**src/rtl/cachepool_pkg.sv**
```systemverilog
// Shared types for the cache refill path.
// Holds the reqrsp refill request/response structs, the refill user tag
// (bank id + cache info), the AXI structs of the IWC output bus and the
// refill FSM state encoding.
package cachepool_pkg;

    localparam int unsigned AddrWidth         = 32;
    localparam int unsigned SpatzAxiDataWidth = 128;
    localparam int unsigned SpatzAxiStrbWidth = SpatzAxiDataWidth / 8;
    localparam int unsigned IwcAxiIdOutWidth  = 3;
    localparam int unsigned RefillAxiSize     = $clog2(SpatzAxiStrbWidth);

    localparam logic [1:0] AxiBurstIncr  = 2'b01;
    localparam logic [1:0] AxiRespOkay   = 2'b00;
    localparam logic [1:0] AxiRespSlvErr = 2'b10;

    typedef logic [IwcAxiIdOutWidth-1:0]  axi_id_t;
    typedef logic [AddrWidth-1:0]         axi_addr_t;
    typedef logic [SpatzAxiDataWidth-1:0] axi_data_t;
    typedef logic [SpatzAxiStrbWidth-1:0] axi_strb_t;

    typedef struct packed {
        logic [3:0] depth;
        logic [1:0] way;
    } cache_info_t;

    typedef struct packed {
        logic [3:0]  bank_id;
        cache_info_t info;
    } refill_user_t;

    typedef struct packed {
        axi_addr_t    addr;
        logic         write;
        axi_data_t    data;
        axi_strb_t    strb;
        refill_user_t user;
    } cache_trans_req_chan_t;

    typedef struct packed {
        axi_data_t    data;
        logic         error;
        refill_user_t user;
    } cache_trans_rsp_chan_t;

    typedef struct packed {
        cache_trans_req_chan_t q;
        logic                  q_valid;
        logic                  p_ready;
    } cache_trans_req_t;

    typedef struct packed {
        cache_trans_rsp_chan_t p;
        logic                  p_valid;
        logic                  q_ready;
    } cache_trans_rsp_t;

    typedef struct packed {
        axi_id_t    id;
        axi_addr_t  addr;
        logic [7:0] len;
        logic [2:0] size;
        logic [1:0] burst;
        logic       lock;
        logic [3:0] cache;
        logic [2:0] prot;
        logic [3:0] qos;
        logic [3:0] region;
        logic [5:0] atop;
        logic       user;
    } axi_aw_chan_t;

    typedef struct packed {
        axi_data_t data;
        axi_strb_t strb;
        logic      last;
        logic      user;
    } axi_w_chan_t;

    typedef struct packed {
        axi_id_t    id;
        logic [1:0] resp;
        logic       user;
    } axi_b_chan_t;

    typedef struct packed {
        axi_id_t    id;
        axi_addr_t  addr;
        logic [7:0] len;
        logic [2:0] size;
        logic [1:0] burst;
        logic       lock;
        logic [3:0] cache;
        logic [2:0] prot;
        logic [3:0] qos;
        logic [3:0] region;
        logic       user;
    } axi_ar_chan_t;

    typedef struct packed {
        axi_id_t    id;
        axi_data_t  data;
        logic [1:0] resp;
        logic       last;
        logic       user;
    } axi_r_chan_t;

    typedef struct packed {
        axi_aw_chan_t aw;
        logic         aw_valid;
        axi_w_chan_t  w;
        logic         w_valid;
        logic         b_ready;
        axi_ar_chan_t ar;
        logic         ar_valid;
        logic         r_ready;
    } spatz_axi_iwc_out_req_t;

    typedef struct packed {
        logic         aw_ready;
        logic         ar_ready;
        logic         w_ready;
        logic         b_valid;
        axi_b_chan_t  b;
        logic         r_valid;
        axi_r_chan_t  r;
    } spatz_axi_iwc_out_resp_t;

    typedef enum logic [1:0] {
        ST_IDLE    = 2'd0,
        ST_SEND_RD = 2'd1,
        ST_SEND_WR = 2'd2
    } refill_state_e;

endpackage

```
**src/rtl/cache_refill_id_table.sv**
```systemverilog
// Outstanding-transaction table of the refill bridge.
// Ports: alloc_* claims the lowest-index free entry (index on alloc_idx_o);
// lookup_idx_i selects the entry addressed by a returning AXI ID, free_i
// releases that same entry; full_o / empty_o summarise occupancy.
module cache_refill_id_table
    import cachepool_pkg::*;
#(
    parameter int unsigned NumEntries = 8,
    localparam int unsigned IdxWidth  = $clog2(NumEntries)
) (
    input  logic                clk_i,
    input  logic                rst_ni,
    input  logic                alloc_i,
    input  logic                alloc_write_i,
    input  refill_user_t        alloc_user_i,
    output logic [IdxWidth-1:0] alloc_idx_o,
    input  logic [IdxWidth-1:0] lookup_idx_i,
    output logic                lookup_valid_o,
    output logic                lookup_write_o,
    output refill_user_t        lookup_user_o,
    input  logic                free_i,
    output logic                full_o,
    output logic                empty_o
);

    logic [NumEntries-1:0] valid_q, valid_d;
    logic [NumEntries-1:0] write_q;
    refill_user_t          user_q [NumEntries];

    // Priority find of the first cleared valid bit; scanning downward lets
    // the lowest free index win.
    always_comb begin
        alloc_idx_o = '0;
        for (int i = NumEntries - 1; i >= 0; i--) begin
            if (!valid_q[i]) alloc_idx_o = IdxWidth'(i);
        end
    end

    assign full_o         = &valid_q;
    assign empty_o        = ~|valid_q;
    assign lookup_valid_o = valid_q[lookup_idx_i];
    assign lookup_write_o = write_q[lookup_idx_i];
    assign lookup_user_o  = user_q[lookup_idx_i];

    // An entry being freed is still valid, so it can never be the one
    // allocated in the same cycle; reuse happens from the next cycle on.
    always_comb begin
        valid_d = valid_q;
        if (free_i)  valid_d[lookup_idx_i] = 1'b0;
        if (alloc_i) valid_d[alloc_idx_o]  = 1'b1;
    end

    always_ff @(posedge clk_i or negedge rst_ni) begin
        if (!rst_ni) begin
            valid_q <= '0;
            write_q <= '0;
            user_q  <= '{default: '0};
        end else begin
            valid_q <= valid_d;
            if (alloc_i) begin
                write_q[alloc_idx_o] <= alloc_write_i;
                user_q[alloc_idx_o]  <= alloc_user_i;
            end
        end
    end

endmodule

```
**src/rtl/cache_refill_axi_bridge.sv**
```systemverilog
// Converts one cache refill/writeback reqrsp request into one single-beat
// 128-bit AXI4 transaction and returns the tagged response.
// Ports: req_i/rsp_o - reqrsp refill port of the L1 controller;
// axi_req_o/axi_rsp_i - IWC AXI master toward crossbar/L2;
// busy_o - any transaction outstanding.
//
// state      | meaning
// -----------+---------------------------------------------------
// ST_IDLE    | ready for a new request (table and buffer allowing)
// ST_SEND_RD | presenting AR until accepted
// ST_SEND_WR | presenting AW and W, each until its own handshake
module cache_refill_axi_bridge
    import cachepool_pkg::*;
#(
    parameter int unsigned NumOutstanding = 8,
    parameter int unsigned AxiIdWidth     = IwcAxiIdOutWidth
) (
    input  logic                    clk_i,
    input  logic                    rst_ni,
    input  cache_trans_req_t        req_i,
    output cache_trans_rsp_t        rsp_o,
    output spatz_axi_iwc_out_req_t  axi_req_o,
    input  spatz_axi_iwc_out_resp_t axi_rsp_i,
    output logic                    busy_o
);

    localparam int unsigned IdxWidth = $clog2(NumOutstanding);

    refill_state_e         state_q, state_d;
    logic                  aw_done_q, aw_done_d, w_done_q, w_done_d;
    logic                  en_q;
    axi_addr_t             addr_q;
    axi_data_t             data_q;
    axi_strb_t             strb_q;
    logic [IdxWidth-1:0]   id_q, alloc_idx, lookup_idx;
    logic [AxiIdWidth-1:0] axi_id;
    logic                  q_ready, alloc, ar_valid, aw_valid, w_valid;
    logic                  tbl_full, tbl_empty, lookup_valid, lookup_write;
    refill_user_t          lookup_user;
    logic                  buf_space, r_ready, b_ready, r_hs, b_hs, rsp_hs, rsp_load;
    axi_id_t               rsp_id;
    logic                  p_valid_q;
    cache_trans_rsp_chan_t p_q;
    logic                  unused_ok;

    cache_refill_id_table #(.NumEntries(NumOutstanding)) i_id_table (
        .clk_i          (clk_i),
        .rst_ni         (rst_ni),
        .alloc_i        (alloc),
        .alloc_write_i  (req_i.q.write),
        .alloc_user_i   (req_i.q.user),
        .alloc_idx_o    (alloc_idx),
        .lookup_idx_i   (lookup_idx),
        .lookup_valid_o (lookup_valid),
        .lookup_write_o (lookup_write),
        .lookup_user_o  (lookup_user),
        .free_i         (rsp_load),
        .full_o         (tbl_full),
        .empty_o        (tbl_empty)
    );

    always_comb begin
        state_d   = state_q;
        aw_done_d = aw_done_q;
        w_done_d  = w_done_q;
        q_ready   = 1'b0;
        alloc     = 1'b0;
        ar_valid  = 1'b0;
        aw_valid  = 1'b0;
        w_valid   = 1'b0;
        unique case (state_q)
            ST_IDLE: begin
                q_ready = en_q && !tbl_full && buf_space;
                if (req_i.q_valid && q_ready) begin
                    alloc     = 1'b1;
                    aw_done_d = 1'b0;
                    w_done_d  = 1'b0;
                    state_d   = req_i.q.write ? ST_SEND_WR : ST_SEND_RD;
                end
            end
            ST_SEND_RD: begin
                ar_valid = 1'b1;
                if (axi_rsp_i.ar_ready) state_d = ST_IDLE;
            end
            ST_SEND_WR: begin
                aw_valid = !aw_done_q;
                w_valid  = !w_done_q;
                if (aw_valid && axi_rsp_i.aw_ready) aw_done_d = 1'b1;
                if (w_valid && axi_rsp_i.w_ready)   w_done_d  = 1'b1;
                if (aw_done_d && w_done_d)          state_d   = ST_IDLE;
            end
            default: state_d = ST_IDLE;
        endcase
    end

    // en_q keeps q_ready low while in reset and for the first cycle after it.
    always_ff @(posedge clk_i or negedge rst_ni) begin
        if (!rst_ni) begin
            state_q   <= ST_IDLE;
            aw_done_q <= 1'b0;
            w_done_q  <= 1'b0;
            en_q      <= 1'b0;
            addr_q    <= '0;
            data_q    <= '0;
            strb_q    <= '0;
            id_q      <= '0;
        end else begin
            state_q   <= state_d;
            aw_done_q <= aw_done_d;
            w_done_q  <= w_done_d;
            en_q      <= 1'b1;
            if (alloc) begin
                addr_q <= req_i.q.addr & ~(AddrWidth'(SpatzAxiStrbWidth - 1));
                data_q <= req_i.q.data;
                strb_q <= req_i.q.strb;
                id_q   <= alloc_idx;
            end
        end
    end

    assign axi_id = AxiIdWidth'(id_q);

    always_comb begin
        axi_req_o          = '0;
        axi_req_o.ar.id    = axi_id;
        axi_req_o.ar.addr  = addr_q;
        axi_req_o.ar.size  = 3'(RefillAxiSize);
        axi_req_o.ar.burst = AxiBurstIncr;
        axi_req_o.ar.cache = 4'b0011;
        axi_req_o.ar_valid = ar_valid;
        axi_req_o.aw.id    = axi_id;
        axi_req_o.aw.addr  = addr_q;
        axi_req_o.aw.size  = 3'(RefillAxiSize);
        axi_req_o.aw.burst = AxiBurstIncr;
        axi_req_o.aw.cache = 4'b0011;
        axi_req_o.aw_valid = aw_valid;
        axi_req_o.w.data   = data_q;
        axi_req_o.w.strb   = strb_q;
        axi_req_o.w.last   = 1'b1;
        axi_req_o.w_valid  = w_valid;
        axi_req_o.r_ready  = r_ready;
        axi_req_o.b_ready  = b_ready;
    end

    // R has priority over B; B is held off whenever R is presented.
    assign buf_space  = !p_valid_q;
    assign r_ready    = buf_space;
    assign b_ready    = buf_space && !axi_rsp_i.r_valid;
    assign r_hs       = axi_rsp_i.r_valid && r_ready;
    assign b_hs       = axi_rsp_i.b_valid && b_ready;
    assign rsp_hs     = r_hs || b_hs;
    assign rsp_id     = r_hs ? axi_rsp_i.r.id : axi_rsp_i.b.id;
    assign lookup_idx = IdxWidth'(rsp_id);
    // A response for an unallocated ID is dropped and leaves the table alone.
    assign rsp_load   = rsp_hs && lookup_valid;

    // One-entry response buffer; it only loads when empty, so load and
    // drain never coincide.
    always_ff @(posedge clk_i or negedge rst_ni) begin
        if (!rst_ni) begin
            p_valid_q <= 1'b0;
            p_q       <= '0;
        end else if (rsp_load) begin
            p_valid_q <= 1'b1;
            p_q.data  <= r_hs ? axi_rsp_i.r.data : '0;
            p_q.error <= (r_hs ? axi_rsp_i.r.resp : axi_rsp_i.b.resp) != AxiRespOkay;
            p_q.user  <= lookup_user;
        end else if (p_valid_q && req_i.p_ready) begin
            p_valid_q <= 1'b0;
        end
    end

    assign rsp_o.p       = p_q;
    assign rsp_o.p_valid = p_valid_q;
    assign rsp_o.q_ready = q_ready;
    assign busy_o        = !tbl_empty;

    assign unused_ok = ^{axi_rsp_i.r.last, axi_rsp_i.r.user, axi_rsp_i.b.user, lookup_write};

    assert property (@(posedge clk_i) disable iff (!rst_ni) rsp_hs |-> lookup_valid)
        else $error("AXI response carries an ID with no outstanding entry");
    assert property (@(posedge clk_i) disable iff (!rst_ni) rsp_load |-> (lookup_write == b_hs))
        else $error("AXI response channel does not match the entry direction");

endmodule

```
**config.mk**
```make
export PLATFORM = sky130hd
export DESIGN_NAME = cache_refill_axi_bridge
export DESIGN_NICKNAME = d
export VERILOG_FILES = /design/src/rtl/cachepool_pkg.sv /design/src/rtl/cache_refill_id_table.sv /design/src/rtl/cache_refill_axi_bridge.sv
export SDC_FILE = /design/constraint.sdc
export NUM_CORES = 1
export LEC_CHECK = 0
export BUFFER_PORTS_ARGS = -buffer_cell sky130_fd_sc_hd__buf_4
export CAP_MARGIN = 10
export CORE_AREA = 4 4 295 297
export DETAILED_ROUTE_END_ITERATION = 7
export DIE_AREA = 0 0 299 301
export PLACE_DENSITY = 0.38
export SYNTH_ARGS = -nofsm -noshare
export SYNTH_HDL_FRONTEND = slang
export SYNTH_SLANG_ARGS = --single-unit
```
**constraint.sdc**
```tcl
create_clock -name clk_i -period 3.9 [get_ports clk_i]
set_clock_uncertainty 0.2 [all_clocks]
set_input_delay 0.78 -clock clk_i [delete_from_list [all_inputs] [get_ports clk_i]]
set_output_delay 0.78 -clock clk_i [all_outputs]
set_load 0.005 [all_outputs]
```
* Word level (Yosys, flattened, before mapping)
Index checks and enable logic that the tools add are counted.
Word-level totals: flip-flop bits (word level) 408, output and inout bits 429, word-level logic and storage cells 129
Operators by class: magnitude comparators 7, equal/unequal tests 5, muxes and demuxes 45, bitwise logic cells 5, reductions and logical operators 28
Operators by type and width (number):
- $mux 128 | 1
- $bwmux 80 | 1
- $bmux 10 s3 | 1
- $demux 10 s3 | 1
- $mux 10 | 3
- $mux 3 | 9
- $mux 1 | 16
- $mux 8 | 2
- $logic_and 1x1->1 | 14
- $mux 2 | 5
- $and 8x8->8 | 1
- $ge 4x4->1 const B | 2
- $lt 3x4->1 const B | 2
- $not 3->4 | 2
- $not 8->8 | 1
- $or 8x8->8 | 1
- $reduce_and 8->1 | 1
- $reduce_or 8->1 | 1
- $demux 1 s3 | 2
- $ge 3x1->1 const B | 2
- $ne 2x2->1 const B | 3
- $pmux 2 s3 | 1
- $reduce_bool 2->1 | 3
- $logic_not 1->1 | 5
- other kinds (9) | 10

* Longest topological paths before layout
word-level depth 14, gate-level depth with buffers 11

* Cells and area by module
A second synthesis with hierarchy kept.
Unflattened totals: cell total of the unflattened synthesis 1123, area, all modules 17668.2 um2
By module, submodules not included:
- cache_refill_axi_bridge | times used 1, cells each 830, area an instance 13020.0 um2, seq. area each 8007.7 um2
- cache_refill_id_table | times used 1, cells each 293, area an instance 4648.2 um2, seq. area each 2402.3 um2

* Worst setup path after synthesis
Ideal clock, no wire load.
path kind input to register, start point input axi_rsp_i[135] (netlist bit), end point register p_q, in the netlist rsp_o[32], setup time 0.132 ns, data arrival time 2.413 ns, slack 1.154 ns, stages 11, cell sequence buf_2 -> and4bb_1 -> a31oi_4 -> o221ai_2 -> a211o_1 -> buf_4 -> buf_6 -> buf_6 -> buf_6 -> nand2_1 -> o21ai_1
Between the ends: cells in the longest elaborated chain, start to end 5, elaborated cells on any way between the ends 10, classes of those cells 4 x mux; 6 x reduce/logical
Ends and longest elaborated chain:
- from (decl) | RTL line cache_refill_axi_bridge.sv:23 | input spatz_axi_iwc_out_resp_t axi_rsp_i,
- $logic_and 1x1->1 / $logic_not 1->1 (equally long branches) | RTL line cache_refill_axi_bridge.sv:149, cache_refill_axi_bridge.sv:148
- $mux 3 / $logic_and 1x1->1 (equally long branches) | RTL line cache_refill_axi_bridge.sv:152, cache_refill_axi_bridge.sv:148
- $bmux 1 s3 / $logic_and 1x1->1 (equally long branches) | RTL line cache_refill_id_table.sv:41, cache_refill_axi_bridge.sv:150
- $mux 1 (implied by the code) / $logic_or 1x1->1 (equally long branches) | RTL line cache_refill_id_table.sv:41, cache_refill_axi_bridge.sv:151
- $logic_and 1x1->1 | RTL line cache_refill_axi_bridge.sv:155 | assign rsp_load = rsp_hs && lookup_valid;
- to (decl) | RTL line cache_refill_axi_bridge.sv:43 | cache_trans_rsp_chan_t p_q;
Parallel ways exist; a longest one is shown, timed or not. The select of a mux whose other input is x is not followed. A chain may end at the register's enable or synchronous reset.

==> impl_metrics.tcl <==
set metrics [dict create \
    area_growth_pct 44.5 \
    nets 2411 \
    synth_xor_area_share_pct 0 \
    num_rows 107 \
    synth_top_family_by_area "multiplexers" \
    p_leak_nw 11.9 \
    setup_violations 0 \
    clkSinkCount 408 \
    p_per_area_nw_per_um2 725 \
    tns_ns 0 \
    synth-simple-area-share_pct 7.89 \
    status "completed" \
    vias 12800 \
    grt_first_pass_wirelength_um 90000 \
    grt_start_max_net_pins 134 \
    post-route-min-period_ns 2.87 \
    insertion_delay_ns 0.58 \
    fp.dieH_um 301 \
    synth_edf_count 0 \
    synth_cell_types 50 \
    die_area_um2 90000 \
    crit_required_ns 2.92 \
    ys_async_sr_fraction_pct 100 \
    ys_seq_elements 408 \
    tritoncts "built" \
    rsz0062_at_grt "no" \
    cts-root-buf "clkbuf_16" \
    htree_levels 2 \
    max_clock_freq_mhz 349 \
    synth_fa_ha_area_share_pct 0 \
    cp-end-kind "primary output" \
    fillerInstances 8954 \
    die_width_um 299 \
    ant_nets 0 \
    post-cts-setup-buffers 0 \
    synth-compound-area-share_pct 8.15 \
    antenna_found_initial 11 \
    yosysSeqAreaShare_pct 59.4 \
    finalCritPeriodShare_pct 73.5 \
    layout-drive-gt1-share_pct 50.1 \
    grt_pass1_vias 13400 \
    io_pins 766 \
    core_region_area_um2 84600 \
    dpl.cell_count 3163 \
    postCtsResizedCells 0 \
    drtPass1Iterations 4 \
    crit_type "flop to primary output" \
    slew_headroom_pct 36.3 \
    yosys_warnings 0 \
    gp_congestion 0.804 \
    critPathMaxFanout 8 \
    overflow 0 \
    wire_per_inst_um 19.1 \
    portBuffers 682 \
    ir_worst_vdd_uv 353 \
    avgSynthCellArea_um2 12.1 \
    worst_pin_slew_ns 0.952 \
    hold_path_class "input port to flop" \
    path_clk_slew_ns 0.05 \
    finalWirelength_um 62300 \
    stdcell_count 3261 \
    track_usage_pct 13.1 \
    dp_hpwl_um 46400 \
    drv_cap 0 \
    worst_setup_path_start_kind "flop" \
    drv_slew 0 \
    cts_hold_buf 1 \
    cts_made_buffers 52 \
    ys.flop_type "dfrtp_1" \
    cp.arrival_ns 1.89 \
    muxShareOfSynthArea_pct 16.8 \
    start_util_pct 20.3 \
    finalHoldViolations 0 \
    syn_inst 1420 \
    cts_buffer_depth 3 \
    viasPerCell 3.92 \
    route.detailed.drc 0 \
    syn_area_um2 17200 \
    drtIter0Drc 537 \
]
## metal layers
layer,part of all wire (%),vias to the layer above,track usage [%]
met1,38,6205,15.1
met5,0.17,-,0
li1,-,5995,-
met4,2.3,16,3.44
met2,50,478,22.5
met3,9.5,105,5.36
## placed cells by master (no fill, tap or decap), types with 12 or more instances in the layout
cell / count
a21o_1: 12
a22oi_1: 37
buf_4: 706
clkbuf_1: 14
clkbuf_16: 53
clkbuf_8: 13
conb_1: 77
dfrtp_1: 408
mux2_2: 247
nand2_1: 270
nor2_1: 23
o21ai_1: 130
## layout make-up
type	instances	area, um^2	area share [%]
clock buffers	80	1560	6.27
well taps	1144	1430	5.76
clock inverters	14	113	0.453
multi-input cells	886	5970	24.0
diodes	3	7.51	0.0302
repair buffers	718	5530	22.2
flip-flops and latches	408	10200	41.1
inverters	8	30.0	0.121
## through the flow
step / setup slack [ns] / power (mW) / instance area (um^2) / hold slack (ns) / util (%)
final: 1.03 / 18.0 / 24800 / 0.176 / 29.4
after global routing: 0.785 / 19.3 / 24800 / 0.159 / 29.4
after CTS: 0.959 / 18.5 / 24800 / 0.114 / 29.4
after detailed placement: 0.457 / 13.6 / 23200 / 0.276 / 27.4
after global placement: 0.463 / 13.5 / 23200 / 0.264 / 27.4
after floorplan: 1.15 / 9.86 / 17500 / 0.270 / -
## synthesized netlist by cell type, drive strengths merged (2+ instances only)
master / n / share of area, %
dfrtp: 408 / 59
nand2: 270 / 5.9
mux2: 253 / 17
buf: 153 / 6.7
o21ai: 135 / 3.9
clkbuf: 40 / 0.87
a22oi: 37 / 1.6
nor2: 23 / 0.50
a21o: 12 / 0.52
a41oi: 9 / 0.46
inv: 8 / 0.17
nor2b: 8 / 0.29
a21oi: 7 / 0.23
o31ai: 6 / 0.26
nor3: 5 / 0.15
a31oi: 4 / 0.41
mux2i: 4 / 0.23
nand2b: 4 / 0.15
nor3b: 3 / 0.16
nor4: 3 / 0.11
o22ai: 3 / 0.11
a211oi: 2 / 0.087
a311oi: 2 / 0.14
and4bb: 2 / 0.17
conb: 2 / 0.044
nand4: 2 / 0.073
o221ai: 2 / 0.14
or2: 2 / 0.073
## registers in the layout, summed over array words and instances (netlist names), 2 cells and up
register            flops
addr_q                 28
axi_id                  3
rsp_o                 139
i_id_table.valid_q      8
i_id_table.user_q      80
strb_q                 16
state_q                 2
data_q                128
## power by group
| group | switching (mW) | total (mW) | internal (mW) |
|---|---|---|---|
| clock network | 1.91 | 4.71 | 2.80 |
| logic | 2.82 | 6.40 | 3.58 |
| registers | 1.01 | 6.91 | 5.91 |
## kinds of logic after synthesis
kind of cell	count (synthesis)
DFF	408
and+or+nand+nor	328
muxes	257
AOI/OAI and AO/OA	224
buffers and inverters	201
other	2
## worst max-delay path, cell delays in order, from the launching register on
cell and delay [ns]:
dfrtp_1 0.52, nand4_1 0.33, nor2_1 0.25, nor3_1 0.06, buf_4 0.15
## path summary, 6_finish.rpt
| check | startpoint | endpoint | slack, ns | cells after the start |
|---|---|---|---|---|
| setup / recovery | i_id_table.valid_q[2] | rsp_o[0] | 1.03 | 4 |
| hold / removal | req_i[0] | p_valid_q | 0.18 | 2 |
| setup reg to reg | p_valid_q | rsp_o[31] | 1.04 | 8 |
| hold reg to reg | rsp_o[139] | rsp_o[139] | 0.28 | 2 |
| max in group asynchronous | rst_ni | addr_q[10] | 2.02 | 4 |
| min in group asynchronous | rst_ni | data_q[22] | 0.50 | 2 |
Note: power is estimated with default switching activity, not from simulation.
